**config.mk**
```make
export PLATFORM = sky130hd
export DESIGN_NAME = stash_nav_flat
export DESIGN_NICKNAME = d
export VERILOG_FILES = /design/src/rtl/stash_pkg.sv /design/src/rtl/stash_nav_if.sv /design/src/rtl/stash_ring_mem.sv /design/src/rtl/stash_nav.sv /design/src/flat_wrapper.sv
export SDC_FILE = /design/constraint.sdc
export NUM_CORES = 1
export LEC_CHECK = 0
export CELL_PAD_IN_SITES_DETAIL_PLACEMENT = 1
export CELL_PAD_IN_SITES_GLOBAL_PLACEMENT = 1
export CORE_UTILIZATION = 47
export CTS_CLUSTER_SIZE = 16
export DETAILED_ROUTE_END_ITERATION = 16
export PLACE_DENSITY_LB_ADDON = 0.1
export SLEW_MARGIN = 40
export SYNTH_ARGS = -nofsm -noshare
export SYNTH_HDL_FRONTEND = slang
export SYNTH_HIERARCHICAL = 1
export SYNTH_SLANG_ARGS = --single-unit
```
**constraint.sdc**
```tcl
create_clock -name clk -period 8.3 [get_ports clk]
set_clock_uncertainty 0.15 [all_clocks]
set_input_delay 2.49 -clock clk [delete_from_list [all_inputs] [get_ports clk]]
set_output_delay 2.49 -clock clk [all_outputs]
set_load 0.02 [all_outputs]
```
**src/rtl/stash_pkg.sv**
```systemverilog
// Shared helpers for the sample stash: width derivation, ring-pointer arithmetic
// and the navigation command encoding used by the browse priority decoder.
package stash_pkg;

    typedef enum logic [1:0] {
        NAV_NONE,
        NAV_NEXT,
        NAV_PREV,
        NAV_LATEST
    } nav_cmd_e;

    function automatic int clog2(input int n);
        int r;
        r = 0;
        while ((1 << r) < n) r++;
        return r;
    endfunction

    function automatic int mod_inc(input int v, input int depth);
        return (v == depth - 1) ? 0 : v + 1;
    endfunction

    function automatic int mod_dec(input int v, input int depth);
        return (v == 0) ? depth - 1 : v - 1;
    endfunction

    // Address of the entry 'age' writes back from the newest; DEPTH need not be a power of two.
    function automatic int ring_addr(input int wp, input int age, input int depth);
        int a;
        a = mod_dec(wp, depth) - age;
        return (a < 0) ? a + depth : a;
    endfunction

endpackage

```
**src/rtl/stash_nav_if.sv**
```systemverilog
// Sample/browse bus between the lap-capture source, the stash and the display path.
interface stash_nav_if #(
    parameter int WIDTH = 8,
    parameter int DEPTH = 5
);
    localparam int AW = stash_pkg::clog2(DEPTH);

    logic [WIDTH-1:0] sample_in;
    logic             sample_in_valid;
    logic             next_sample;
    logic             prev_sample;
    logic             jump_latest;
    logic             clear;
    logic [WIDTH-1:0] sample_out;
    logic [AW-1:0]    read_idx;
    logic [AW:0]      count;
    logic             empty;
    logic             full;
    logic             overwrite;

    modport master (
        output sample_in, sample_in_valid, next_sample, prev_sample, jump_latest, clear,
        input  sample_out, read_idx, count, empty, full, overwrite
    );

    modport slave (
        input  sample_in, sample_in_valid, next_sample, prev_sample, jump_latest, clear,
        output sample_out, read_idx, count, empty, full, overwrite
    );
endinterface

```
**src/rtl/stash_ring_mem.sv**
```systemverilog
// DEPTH x WIDTH storage: one synchronous write port, one asynchronous read port.
module stash_ring_mem #(
    parameter int WIDTH = 8,
    parameter int DEPTH = 5,
    parameter int AW    = 3
) (
    input  logic             clk,
    input  logic             we,
    input  logic [AW-1:0]    waddr,
    input  logic [WIDTH-1:0] wdata,
    input  logic [AW-1:0]    raddr,
    output logic [WIDTH-1:0] rdata
);
    logic [WIDTH-1:0] mem [DEPTH];

    always_ff @(posedge clk) begin
        if (we) mem[waddr] <= wdata;
    end

    assign rdata = mem[raddr];
endmodule

```
**src/rtl/stash_nav.sv**
```systemverilog
// Ring buffer of the last DEPTH samples with next/prev browsing, jump-to-latest,
// clear, occupancy and overwrite status; sample_out bypasses the live input on writes.
module stash_nav
    import stash_pkg::*;
#(
    parameter int WIDTH = 8,
    parameter int DEPTH = 5
) (
    input logic       clk,
    input logic       reset,
    stash_nav_if.slave bus
);
    localparam int          AW      = clog2(DEPTH);
    localparam logic [AW:0] DEPTH_C = (AW+1)'(DEPTH);

    logic [AW-1:0]    wp;
    logic [AW-1:0]    age;
    logic [AW:0]      count;
    logic             overwrite;
    logic [AW-1:0]    rd_addr;
    logic [WIDTH-1:0] rd_data;
    logic             we;
    nav_cmd_e         nav;

    // Write is blocked by clear (higher priority) and by reset.
    assign we      = bus.sample_in_valid & ~bus.clear & reset;
    assign rd_addr = AW'(ring_addr(32'(wp), 32'(age), DEPTH));

    stash_ring_mem #(
        .WIDTH (WIDTH),
        .DEPTH (DEPTH),
        .AW    (AW)
    ) u_mem (
        .clk   (clk),
        .we    (we),
        .waddr (wp),
        .wdata (bus.sample_in),
        .raddr (rd_addr),
        .rdata (rd_data)
    );

    always_comb begin
        nav = NAV_NONE;
        if (bus.jump_latest)                         nav = NAV_LATEST;
        else if (bus.next_sample && !bus.prev_sample) nav = NAV_NEXT;
        else if (bus.prev_sample && !bus.next_sample) nav = NAV_PREV;
    end

    always_ff @(posedge clk) begin
        if (!reset) begin
            wp        <= '0;
            age       <= '0;
            count     <= '0;
            overwrite <= 1'b0;
        end else begin
            overwrite <= 1'b0;
            if (bus.clear) begin
                wp    <= '0;
                age   <= '0;
                count <= '0;
            end else if (bus.sample_in_valid) begin
                wp        <= AW'(mod_inc(32'(wp), DEPTH));
                age       <= '0;
                count     <= (count == DEPTH_C) ? count : count + (AW+1)'(1);
                overwrite <= (count == DEPTH_C);
            end else if (count != '0) begin
                case (nav)
                    NAV_LATEST: age <= '0;
                    NAV_NEXT:   age <= ({1'b0, age} == count - (AW+1)'(1)) ? '0 : age + AW'(1);
                    NAV_PREV:   age <= (age == '0) ? AW'(count - (AW+1)'(1)) : age - AW'(1);
                    default:    age <= age;
                endcase
            end
        end
    end

    always_comb begin
        if (bus.sample_in_valid) bus.sample_out = bus.sample_in;
        else if (count != '0)    bus.sample_out = rd_data;
        else                     bus.sample_out = '0;
    end

    assign bus.read_idx  = age;
    assign bus.count     = count;
    assign bus.empty     = (count == '0);
    assign bus.full      = (count == DEPTH_C);
    assign bus.overwrite = overwrite;
endmodule

```
**src/flat_wrapper.sv**
```systemverilog
// flat-port wrapper written by rule: the top's interface ports become plain ports
module stash_nav_flat import stash_pkg::*;
#(
    parameter int WIDTH = 8,
    parameter int DEPTH = 5
)
  (clk, reset, bus_sample_in, bus_sample_in_valid, bus_next_sample, bus_prev_sample, bus_jump_latest, bus_clear, bus_sample_out, bus_read_idx, bus_count, bus_empty, bus_full, bus_overwrite);
  stash_nav_if #(.WIDTH(WIDTH), .DEPTH(DEPTH)) bus_i ();
  input logic clk;
  input logic reset;
  input wire logic [$bits(bus_i.sample_in)-1:0] bus_sample_in;
  input wire logic [$bits(bus_i.sample_in_valid)-1:0] bus_sample_in_valid;
  input wire logic [$bits(bus_i.next_sample)-1:0] bus_next_sample;
  input wire logic [$bits(bus_i.prev_sample)-1:0] bus_prev_sample;
  input wire logic [$bits(bus_i.jump_latest)-1:0] bus_jump_latest;
  input wire logic [$bits(bus_i.clear)-1:0] bus_clear;
  output wire logic [$bits(bus_i.sample_out)-1:0] bus_sample_out;
  output wire logic [$bits(bus_i.read_idx)-1:0] bus_read_idx;
  output wire logic [$bits(bus_i.count)-1:0] bus_count;
  output wire logic [$bits(bus_i.empty)-1:0] bus_empty;
  output wire logic [$bits(bus_i.full)-1:0] bus_full;
  output wire logic [$bits(bus_i.overwrite)-1:0] bus_overwrite;
  assign bus_i.sample_in = bus_sample_in;
  assign bus_i.sample_in_valid = bus_sample_in_valid;
  assign bus_i.next_sample = bus_next_sample;
  assign bus_i.prev_sample = bus_prev_sample;
  assign bus_i.jump_latest = bus_jump_latest;
  assign bus_i.clear = bus_clear;
  assign bus_sample_out = bus_i.sample_out;
  assign bus_read_idx = bus_i.read_idx;
  assign bus_count = bus_i.count;
  assign bus_empty = bus_i.empty;
  assign bus_full = bus_i.full;
  assign bus_overwrite = bus_i.overwrite;
  stash_nav #(.WIDTH(WIDTH), .DEPTH(DEPTH)) u_core (.clk(clk), .reset(reset), .bus(bus_i));
endmodule
```
# Word level (Yosys, flattened, before mapping)
# Memories as Yosys holds them, arrays and structs flattened.
# Cells that the tools add are included.
dict set report totals {
  register_bits 11
  latchBits 0
  ramBits 40
  rom_bits 0
  input_bits 15
  output_inout_bits 18
  wordCells 53
  memories 1
}
# memory depth word_bits rd rd_ports_with_merged_regs write_ports line_no
set mem_list {}
lappend mem_list {u_core.u_mem.mem 5 8 1 0 1 stash_ring_mem.sv:14} ;# logic [WIDTH-1:0] mem [DEPTH];
dict set report op_classes {
  n_addsub 8
  mul 0
  div_mod_pow 0
  order_cmp 1
  n_eq_ne 6
  shifts 0
  n_mux 13
  bitwise_logic 6
  reduce_logical 14
}
# op n
set op_table {}
lappend op_table {{$lt A32 B1 Y1 const B} 1}
lappend op_table {{$mux W32} 1}
lappend op_table {{$sub A32 B4 Y32} 1}
lappend op_table {{$mux W8} 2}
lappend op_table {{$mux W3} 4}
lappend op_table {{$pmux W3 S3} 1}
lappend op_table {{$add A3 B1 Y3 const B} 2}
lappend op_table {{$logic_not A3 Y1} 2}
lappend op_table {{$mux W2} 3}
lappend op_table {{$reduce_or A3 Y1} 2}
lappend op_table {{$add A4 B1 Y4 const B} 1}
lappend op_table {{$eq A2 B2 Y1 const B} 2}
lappend op_table {{$eq A3 B4 Y1} 1}
lappend op_table {{$eq A4 B3 Y1 const B} 1}
lappend op_table {{$logic_not A4 Y1} 1}
lappend op_table {{$not A1 Y1} 4}
lappend op_table {{$reduce_and A2 Y1} 2}
lappend op_table {{$reduce_bool A4 Y1} 1}
lappend op_table {{$sub A3 B1 Y4 const B} 1}
lappend op_table {{$sub A4 B1 Y4 const B} 1}
lappend op_table {{$add A3 B3 Y3 const B} 1}
lappend op_table {{$eq A3 B3 Y1 const B} 1}
lappend op_table {{$reduce_bool A3 Y1} 1}
lappend op_table {{$sub A3 B1 Y3 const B} 1}
lappend op_table {{other kinds (6)} 10}

# Logic depth before layout (Yosys ltp)
dict set report depth {
  ltp_word 8
  mapped_depth 18
  depth_no_buf 16
}

# Hierarchy
# The synthesis kept the hierarchy.
# mod n_inst cells_per_inst area_each_um2 seq_area_each_um2
set modules_own_cells {}
lappend modules_own_cells {stash_ring_mem 1 94 1614.0 1201.2}
lappend modules_own_cells {stash_nav 1 151 1111.1 220.2}

# Worst setup path before layout
# OpenSTA, ideal clock, no wires.
dict set report synth_path {
  path_type {register to output}
  startpoint {register u_core.wp[0]}
  endpoint {output bus_sample_out[6]}
  arrival_time_ps 3350
  required_time_ps 5660
  setup_slack_ps 2310
  path_stages_with_launch 19
  cell_sequence {dfxtp_1 -> inv_1 -> ha_1 -> nand2_1 -> a21boi_0 -> inv_1 -> ha_1 -> nor2b_1 -> o21a_1 -> o32a_1 -> nor2_1 -> xnor2_1 -> buf_4 -> nand2b_1 -> buf_6 -> a211oi_1 -> a221oi_1 -> nand2_1 -> o21ai_0}
}
dict set report synth_between {
  elab_chain_len 8
  elab_cells_between_ends 10
  cone_classes {add/sub (3); order compare (1); mux (4); reduce/logical (1); memory (1)}
}
# item line_no
set synth_rtl {}
lappend synth_rtl {{start, declared} stash_nav.sv:16} ;# logic [AW-1:0] wp;
lappend synth_rtl {{start signal, assigned} stash_nav.sv:62} ;# wp <= AW'(mod_inc(32'(wp), DEPTH));
lappend synth_rtl {{$sub A3 B1 Y4 or $logic_not A3 Y1 (tied branches)} stash_pkg.sv:24} ;# return (v == 0) ? depth - 1 : v - 1;
lappend synth_rtl {{$mux W32 (*)} stash_pkg.sv:24}
lappend synth_rtl {{$sub A32 B4 Y32 (*)} stash_pkg.sv:30} ;# a = mod_dec(wp, depth) - age;
lappend synth_rtl {{$lt A32 B1 Y1 or $add A3 B3 Y3 (tied branches)} stash_pkg.sv:31} ;# return (a < 0) ? a + depth : a;
lappend synth_rtl {{$mux W3 (*)} stash_pkg.sv:31}
lappend synth_rtl {{net u_core.rd_addr[2]} stash_nav.sv:20} ;# logic [AW-1:0] rd_addr;
lappend synth_rtl {{$mem_v2 Z5 W8 (*)} n/a}
lappend synth_rtl {{net u_core.rd_data[6]} stash_nav.sv:21} ;# logic [WIDTH-1:0] rd_data;
lappend synth_rtl {{$mux W8 (*)} stash_nav.sv:79} ;# else if (count != '0) bus.sample_out = rd_data;
lappend synth_rtl {{$mux W8 (*)} stash_nav.sv:78} ;# if (bus.sample_in_valid) bus.sample_out = bus.sample_in;
lappend synth_rtl {{end, declared} flat_wrapper.sv:17} ;# output wire logic [$bits(bus_i.sample_out)-1:0] bus_sample_out;
# Mark *: on every way through the listed nets, which the timed path passes. The rest lies on a longest branch.

# Worst setup path after layout
# Same ends and word-level chain as after synthesis.

==> metrics <==
core outline area about 0.0055 mm²; hold buffers post-CTS 0; crit path DAT about 4800 ps; DRC viols 0; share of the clock period used by the worst path 0.896; Final Max Tran Viols 0; via count between 1500 and 2000; Fill cells between 600 and 700; Max Used Layer met4; Post-Syn Instances approximately 250; post-DR wirelength/cell between 15 and 20 µm; initial core utilization 0.492; Routed Antenna Nets 0; Ports 33; CTS Buffer Depth 2; Static Leak about 1.2 nW; WL final 5880 µm; Hold WS ~420 ps; Total GRT Usage 0.211; Placer Congestion approximately 0.77; DR WL met3 ~140 µm; largest net degree at the start of global routing 25; Crit path buffers/inverters 4; ys flop type edfxtp_1; Power, Total approximately 0.00052 W; wl on met1 2800 µm; min Tclk post-route roughly 7400 ps; first-pass GRT wire length between 9000 and 10000 µm; mapped cell area approximately 0.0027 mm²; Synth Register Bits 51; Crit-path slowest cell clkdlybuf4s50_1; unique cell type count in the Yosys netlist 43; initial antenna violation count 0; initial DRC count 68; Core Rows 27; Die Area around 0.0061 mm²; Fmax between 100 and 150 MHz; CTS buffer count 5; Async SR Flop Fraction 0; Root Buffer clkbuf_8; Post-synth EDFFs 40; CTS sink cnt slightly above 50; Crit. End Element output pin; CTS tree done; final hold violations 0; CP required ~5700 ps; CP Launch Type register; vias in the first global route approximately 2000; post-layout util 0.580; total congestion overflow 0; chip height ~78 µm; unrepaired setup endpoints after global routing no; DR WL met2 a little under 3000 µm; final setup fails 0; slew at the pin closest to its max-slew limit a little over 700 ps; Post-Route Setup TNS 0 ps; cell family with most CP delay compound AO/OA/AOI/OAI gates; 1st-pass router iterations 4; postcts setup bufs 0; PD cells ~160 mW/mm²; Max FO, Critical Path 10; mean area per synthesized cell between 10 and 15 µm²; YS warnings 6; IO buf count 32; sequential share of the synthesized area 0.522; Nets 312; fraction of layout cells with a size suffix above 1 0.0860; n_diodes 0; MaxCap Viol Count 0; Layout area overhead 17.9%; Hold WC Path Type reg -> reg; crit-path cells inv_1 -> ha_1 -> nand2_1 -> a21boi_0 -> inv_1 -> ha_1 -> nor2b_1 -> o21a_1 -> o32a_1 -> nor2_1 -> xnor2_1 -> buf_4 -> nand2b_1 -> a211oi_1 -> a221oi_1 -> nand2_1 -> o21ai_0 -> clkdlybuf4s50_1; Relative slew margins 0.520; worst skew pair latency around 300 ps; Worst IR Drop VDD about 0.09 mV; htree depth 2; chip width 78.1 µm; via/cell ratio 5.42; Syn Nets ~280; Worst-path clk slew about 90 ps; CP peak stage delay 630 ps; CTS resizes 0; Setup CP Type reg -> out; status completed; post-DP HPWL around 4000 µm
-- kinds of logic after synthesis --
family	after synthesis	share of synthesized area
buffers and inverters	35	0.0620
AOI/OAI and AO/OA	51	0.133
and+or+nand+nor	71	0.132
xor gates and xnor gates	9	0.0289
adders and majority gates	18	0.0854
DFF	51	0.522
muxes	10	0.0372
-- worst paths after layout --
path,endpoint,from,slack (ps),cells past startpoint
worst max-delay path,bus_sample_out[6],u_core/wp[0],860,18
worst min-delay path,u_core/bus.count[1],u_core/bus.count[1],420,2
worst max register to register,u_core/bus.read_idx[1],u_core/bus.count[0],6070,7
worst min register to register,u_core/bus.count[1],u_core/bus.count[1],420,2
-- placed cells by master, fill, tap and decap left out, types with 2 or more instances in the layout --
master and instances:
o211ai_1 3, a31oi_1 2, nand2b_1 2, inv_1 26, o21a_1 2, ha_1 17
nor2b_1 6, buf_4 3, mux2i_1 9, nor2_1 14, clkbuf_8 5, nand3_1 5
and2b_4 4, nor3_1 5, clkdlybuf4s50_1 31, edfxtp_1 40, dfxtp_1 11, a221oi_1 7
a211oi_1 8, xor2_1 3, o21ai_0 13, xnor2_1 5, a21oi_1 7, and3_1 3
a211oi_2 2, nand2_1 25
-- synthesized netlist by cell type, types with 6 or more instances --
cell type | instances | area, µm²
a211oi_1 | 8 | 60.1
a21oi_1 | 7 | 35.0
a221oi_1 | 7 | 61.3
dfxtp_1 | 11 | 220
edfxtp_1 | 40 | 1200
ha_1 | 17 | 213
inv_1 | 26 | 97.6
mux2i_1 | 9 | 90.1
nand2_1 | 25 | 93.8
nor2_1 | 14 | 52.6
nor2b_1 | 6 | 37.5
o21ai_0 | 13 | 65.1
xnor2_1 | 6 | 52.6
-- final cells by class --
class	instances	area, µm²	share of cell area
flip-flops and latches	51	1420	0.443
multi-input cells	159	1150	0.359
repair buffers	35	338	0.105
inverters	27	103	0.0319
well taps	72	90.1	0.0280
clock buffers	5	68.8	0.0214
clock inverters	2	37.5	0.0117
-- report_power, final --
| part | total [W] | switching [W] | internal [W] | leakage [nW] |
|---|---|---|---|---|
| Clock | 0.000169 | 0.0000804 | 0.0000882 | 0.0502 |
| Combinational | 0.0000732 | 0.0000405 | 0.0000328 | 0.692 |
| Sequential | 0.000279 | 0.00000210 | 0.000277 | 0.450 |
-- per-stage QoR --
step | area, µm² | instances | setup slack (ps)
after detailed placement | 3100 | 344 | 1180
after floorplan | 2730 | 245 | 2310
final | 3210 | 351 | 860
after global routing | 3210 | 351 | 456
after CTS | 3210 | 351 | 860
after global placement | 3100 | 344 | 1230
-- flip-flops by register name (all words and copies together) (netlist names) --
register,count
u_core/u_mem/mem,40
u_core/wp,3
u_core/bus.read_idx,3
u_core/bus.overwrite,1
u_core/bus.count,4
-- tightest hold or removal path, delay by kind of cell, from the launching register on --
kind               cells  cell delay (ps)
and+or+nand+nor        1               90
DFF                    1              380
AOI/OAI and AO/OA      1               60
-- routing by layer --
| layer | GRT usage | vias to the layer above |
|---|---|---|
| met3 | 0.0302 | 4 |
| met2 | 0.347 | 24 |
| met5 | 0 | - |
| li1 | - | 941 |
| met1 | 0.285 | 934 |
| met4 | 0.0704 | 0 |
No activity file was read; power rests on OpenSTA's default activity.
